$ cat src/rtl/superpixel_draw_arbiter.sv
// superpixel_draw_arbiter
//   Shares one superpixel drawer between two requesters with round-robin
//   fairness. Each accepted command is issued as a one-cycle dvld pulse, and
//   no further command is taken until the drawer returns ddone.
//
//   Ports:
//     clk, rst                 clock (rising edge), async active-low reset
//     req0/x0/y0/data0, ack0   port-0 request (level) with payload, ack pulse
//     req1/x1/y1/data1, ack1   port-1 request (level) with payload, ack pulse
//     dx/dy/ddata, dvld        registered command to drawer, one-cycle valid
//     ddone                    drawer completion pulse
//     busy                     high while a command is outstanding
//     grant_id                 port of the current/last issued command
//     timeout                  one-cycle watchdog pulse
//
//   Optional build macro: DRAW_ARB_TIMEOUT_EN
//     Adds a WAIT-state watchdog: after TIMEOUT_CYCLES cycles in WAIT with
//     no ddone, the arbiter returns to IDLE and pulses timeout. Without the
//     macro timeout is tied low and WAIT exits only on ddone.

module superpixel_draw_arbiter #(
    parameter int          SPIXEL_X_WIDTH = 6,
    parameter int          SPIXEL_Y_WIDTH = 6,
    parameter int          COLOR_ID_WIDTH = 8,
    parameter logic [15:0] TIMEOUT_CYCLES = 16'd8192
) (
    input  logic                      clk,
    input  logic                      rst,
    input  logic                      req0,
    input  logic [SPIXEL_X_WIDTH-1:0] x0,
    input  logic [SPIXEL_Y_WIDTH-1:0] y0,
    input  logic [COLOR_ID_WIDTH-1:0] data0,
    output logic                      ack0,
    input  logic                      req1,
    input  logic [SPIXEL_X_WIDTH-1:0] x1,
    input  logic [SPIXEL_Y_WIDTH-1:0] y1,
    input  logic [COLOR_ID_WIDTH-1:0] data1,
    output logic                      ack1,
    output logic [SPIXEL_X_WIDTH-1:0] dx,
    output logic [SPIXEL_Y_WIDTH-1:0] dy,
    output logic [COLOR_ID_WIDTH-1:0] ddata,
    output logic                      dvld,
    input  logic                      ddone,
    output logic                      busy,
    output logic                      grant_id,
    output logic                      timeout
);

    // state   | meaning
    // --------+------------------------------------------------------------
    // ST_IDLE | no command outstanding; requests are sampled every edge
    // ST_WAIT | command issued to drawer; waiting for ddone (or watchdog)

    typedef enum logic {ST_IDLE, ST_WAIT} state_t;

    state_t                    state_q, state_d;
    logic [SPIXEL_X_WIDTH-1:0] dx_q, dx_d;
    logic [SPIXEL_Y_WIDTH-1:0] dy_q, dy_d;
    logic [COLOR_ID_WIDTH-1:0] ddata_q, ddata_d;
    logic                      dvld_q, dvld_d;
    logic                      ack0_q, ack0_d;
    logic                      ack1_q, ack1_d;
    logic                      grant_q, grant_d;
    // Port that wins when both request; flips away from each completed grant.
    logic                      pref_q, pref_d;
    logic                      sel;
`ifdef DRAW_ARB_TIMEOUT_EN
    logic [15:0]               cnt_q, cnt_d;
    logic                      timeout_q, timeout_d;
`endif

    always_comb begin
        state_d = state_q;
        dx_d    = dx_q;
        dy_d    = dy_q;
        ddata_d = ddata_q;
        dvld_d  = 1'b0;
        ack0_d  = 1'b0;
        ack1_d  = 1'b0;
        grant_d = grant_q;
        pref_d  = pref_q;
        sel     = 1'b0;
`ifdef DRAW_ARB_TIMEOUT_EN
        cnt_d     = cnt_q;
        timeout_d = 1'b0;
`endif
        case (state_q)
            ST_IDLE: begin
                if (req0 || req1) begin
                    sel = (req0 && req1) ? pref_q : req1;
                    if (sel) begin
                        dx_d    = x1;
                        dy_d    = y1;
                        ddata_d = data1;
                        ack1_d  = 1'b1;
                    end else begin
                        dx_d    = x0;
                        dy_d    = y0;
                        ddata_d = data0;
                        ack0_d  = 1'b1;
                    end
                    dvld_d  = 1'b1;
                    grant_d = sel;
                    state_d = ST_WAIT;
`ifdef DRAW_ARB_TIMEOUT_EN
                    cnt_d   = '0;
`endif
                end
            end
            ST_WAIT: begin
                // dvld_q marks the first WAIT cycle; a ddone there cannot
                // belong to the command just issued.
                if (ddone && !dvld_q) begin
                    state_d = ST_IDLE;
                    pref_d  = ~grant_q;
                end
`ifdef DRAW_ARB_TIMEOUT_EN
                else if (cnt_q + 16'd1 == TIMEOUT_CYCLES) begin
                    state_d   = ST_IDLE;
                    pref_d    = ~grant_q;
                    timeout_d = 1'b1;
                end else begin
                    cnt_d = cnt_q + 16'd1;
                end
`endif
            end
            default: state_d = ST_IDLE;
        endcase
    end

    always_ff @(posedge clk or negedge rst) begin
        if (!rst) begin
            state_q   <= ST_IDLE;
            dx_q      <= '0;
            dy_q      <= '0;
            ddata_q   <= '0;
            dvld_q    <= 1'b0;
            ack0_q    <= 1'b0;
            ack1_q    <= 1'b0;
            grant_q   <= 1'b0;
            pref_q    <= 1'b0;
`ifdef DRAW_ARB_TIMEOUT_EN
            cnt_q     <= '0;
            timeout_q <= 1'b0;
`endif
        end else begin
            state_q   <= state_d;
            dx_q      <= dx_d;
            dy_q      <= dy_d;
            ddata_q   <= ddata_d;
            dvld_q    <= dvld_d;
            ack0_q    <= ack0_d;
            ack1_q    <= ack1_d;
            grant_q   <= grant_d;
            pref_q    <= pref_d;
`ifdef DRAW_ARB_TIMEOUT_EN
            cnt_q     <= cnt_d;
            timeout_q <= timeout_d;
`endif
        end
    end

    assign dx       = dx_q;
    assign dy       = dy_q;
    assign ddata    = ddata_q;
    assign dvld     = dvld_q;
    assign ack0     = ack0_q;
    assign ack1     = ack1_q;
    assign grant_id = grant_q;
    assign busy     = (state_q == ST_WAIT);
`ifdef DRAW_ARB_TIMEOUT_EN
    assign timeout  = timeout_q;
`else
    assign timeout  = 1'b0;
`endif

endmodule

$ cat config.mk
export PLATFORM = sky130hd
export DESIGN_NAME = superpixel_draw_arbiter
export DESIGN_NICKNAME = d
export VERILOG_FILES = /design/src/rtl/superpixel_draw_arbiter.sv
export SDC_FILE = /design/constraint.sdc
export NUM_CORES = 1
export LEC_CHECK = 0
export ABC_AREA = 1
export CORE_MARGIN = 2
export CORE_UTILIZATION = 39
export CTS_CLUSTER_SIZE = 16
export DETAILED_ROUTE_END_ITERATION = 8
export HOLD_SLACK_MARGIN = 0.15
export PLACE_DENSITY = 0.88
export SKIP_CTS_REPAIR_TIMING = 1
export SYNTH_ARGS = -nofsm -noshare
export SYNTH_HDL_FRONTEND = slang
export SYNTH_SLANG_ARGS = --single-unit
$ cat constraint.sdc
create_clock -name clk -period 1.4 [get_ports clk]
set_clock_uncertainty 0.2 [all_clocks]
set_input_delay 0.42 -clock clk [delete_from_list [all_inputs] [get_ports clk]]
set_output_delay 0.42 -clock clk [all_outputs]
set_load 0.005 [all_outputs]
==> results.md, run 1 <==
- Sequential element share of the synthesized area: 48.0%
- Period utilization: 107%
- CP startpoint kind: flip-flop
- Placed Cells: 314
- Total Nets Final: 329
- PortBufs: 69
- Die W: 63.0 um
- Final-report hold violation count: 0
- Register Area: 651 um^2
- # diodes: 0
- Initial antenna violation count: 0
- Cell taking the most area after synthesis: dfrtp_1
- Final WL: 4.09 mm
- Final antenna-violating net count: 0
- Crit path DAT: 880 ps
- Vias in the first global route: 1357
- # rows: 21
- Finished Layout Cells: 329
- Worst VDD drop: 795 uV
- I/O Pins: 71
- Footprint of the multi-input gates: 514 um^2
- Gate Count Post-Synth: 194
- Die Y-Extent: 63.0 um
- WP depth: 1
- WS Path Type: reg2out
- CTS Buffer Depth: 2
- Placed Area: 0.00218 mm^2
- Initial Util: 40.6%
- Reg2Reg Depth: 7
- Wirelength per Cell: 12.4 um
- CP bufs+invs: 1
- Lkg Pwr: 0.00129 uW
- Vias post-DR: 1532
- Hold Path Class: in2async
- Slowest cell on crit path: dfrtp_1
- Top delay family on crit path: flip-flops
- Final WS setup: -95.0 ps
- Pwr dens: 1610 mW/mm^2
- Pin count of the biggest net entering global routing: 23
- Clock latency on the worst-skew pair: 310 ps
- Core Util, Final: 66.6%
- Mean post-synth cell area: 6.99 um^2
- CP Max Fanout: 2
- DR iter-0 viols: 86
- Status: finished with violations
- Crit end category: primary output
- Root Driver: clkbuf_4
- Crit-path cells: clkbuf_2
- Share of cells above drive strength 1: 22.6%
- Tot GR Track Use: 18.9%
- Number of synthesized register bits: 26
- Num Clock Sinks: 26
- Filler Cell Count: 289
- Slew Limit Fails: 0
- DR vias/cell: 4.66
- Reg clk slew, reported paths: 150 ps
- Max Cap Viol: 0
- Global-route wire length before repair: 5.98 mm
- Gr ovfl total: 0
- CTS tree: done
- Yosys cell types: 12
- Die ar.: 0.00397 mm^2
- Failing checks: setup timing
- CP required: 780 ps
- Residual DRC: 0
- GP Congestion: 0.761
- Fmax: 669 MHz
- Final worst path period need: 1500 ps
- Post-synth top area share: 48.0%
- RSZ-0062 raised after global routing: true
- H-tree Lvls: 1
- Largest cells by area after synthesis: dfrtp_1 (48%), nand2_1 (18%), nand3_1 (15%)
- Syn_nets: 239
- Area Growth Syn to Fin: 63.7%
- TritonRoute pass-1 iters: 4
- DPL Wire Length: 2.79 mm
- Core footprint: 0.00334 mm^2
- Final setup violation count: 25
- Worst path max stage delay: 420 ps
- Final Cell Area: 0.00222 mm^2
- CTS Buf Count: 3
- Total of warnings raised by yosys: 0
- Synthesized area: 0.00136 mm^2
-- cell usage after synthesis (all sizes together) --
| master | number |
|---|---|
| nand2 | 64 |
| inv | 44 |
| nand3 | 40 |
| dfrtp | 26 |
| buf | 11 |
| nor2 | 4 |
| o21ai | 3 |
| a21oi | 1 |
| conb | 1 |
-- flip-flops by register name, summed over array words and instances (netlist names) --
name,count
ddata,8
dx,6
dy,6
ack0,1
ack1,1
busy,1
dvld,1
grant_id,1
pref_q,1
-- logic make-up (layout without fill, tap and decap cells) --
group	count (synthesis)	in the layout	synth area share [%]
buf+inv	55	144	16.4
simple gates	108	108	33.6
compound gates	4	4	1.75
flops	26	26	48.0
other cells	1	1	0.276
-- area by class of cell --
| class | instances | share of cell area, % |
|---|---|---|
| Clock buffer | 4 | 1.63 |
| Inverter | 44 | 7.77 |
| Multi-Input combinational cell | 113 | 23.2 |
| Sequential cell | 26 | 29.3 |
| Tap cell | 46 | 2.59 |
| Timing Repair Buffer | 94 | 35.0 |
| Timing Repair inverter | 2 | 0.563 |
-- layer usage --
| layer | vias up | track usage, % | wire length, um |
|---|---|---|---|
| met3 | 10 | 2.70 | 227 |
| met1 | 710 | 25.0 | 1650 |
| met4 | 0 | 7.78 | 87 |
| met5 | - | 0 | 0 |
| met2 | 63 | 30.9 | 2120 |
| li1 | 749 | - | - |
-- metrics by stage --
stage	hold WS (ps)	setup TNS [ps]	power [uW]	setup slack [ps]
after detailed placement	268	-12630	3190	-492
after global routing	229	-2480	3820	-121
final	198	-1660	3570	-95.0
after floorplan	-75.6	0	2010	135
after CTS	210	-13850	3570	-454
after global placement	264	-11320	3130	-430
-- worst paths after layout --
path,end,from,slack (ps)
worst max-delay path,dx[2],dx[2],-100
worst min-delay path,dx[1],rst,200
worst max register to register,grant_id,busy,30
worst min register to register,dx[5],dx[5],310
max in group asynchronous,grant_id,rst,630
min in group clk,dx[5],dx[5],310
-- worst reg2reg max path: cells and delay by family (launching register included) --
family / cells / cell delay [ps]
AO/OA/AOI/OAI: 1 / 110
buffers and inverters: 4 / 450
flip-flops: 1 / 400
AND/OR/NAND/NOR: 2 / 160
-- where the power goes --
part / internal [uW] / total (uW) / leakage [uW] / switching (uW)
logic: 939 / 1870 / 0.000951 / 933
clock network: 159 / 385 / 0.0000210 / 226
registers: 1110 / 1320 / 0.000317 / 207
-- placed cells by master (no fill, tap or decap) --
cell / n
nand2_1: 61
clkdlybuf4s50_1: 42
buf_6: 3
conb_1: 1
buf_12: 1
clkinv_4: 1
inv_4: 3
a21oi_4: 1
nand3_1: 39
buf_4: 19
buf_2: 2
dlymetal6s2s_1: 2
clkbuf_2: 25
clkbuf_8: 1
o21ai_4: 1
clkbuf_4: 3
o21ai_0: 2
dfrtp_1: 26
nor2_1: 4
nand2_2: 3
nand3_2: 1
inv_1: 42
Note: power is estimated with default switching activity, not from simulation.
==> inputs of run 2 (changes only) <==
--- a/config.mk
+++ b/config.mk
@@ -10,7 +10,6 @@
 export CORE_UTILIZATION = 39
 export CTS_CLUSTER_SIZE = 16
 export DETAILED_ROUTE_END_ITERATION = 8
-export HOLD_SLACK_MARGIN = 0.15
 export PLACE_DENSITY = 0.88
 export SKIP_CTS_REPAIR_TIMING = 1
 export SYNTH_ARGS = -nofsm -noshare
==> results of run 2 <==
The final DEF is identical to that of run 1; final timing and power are the same.
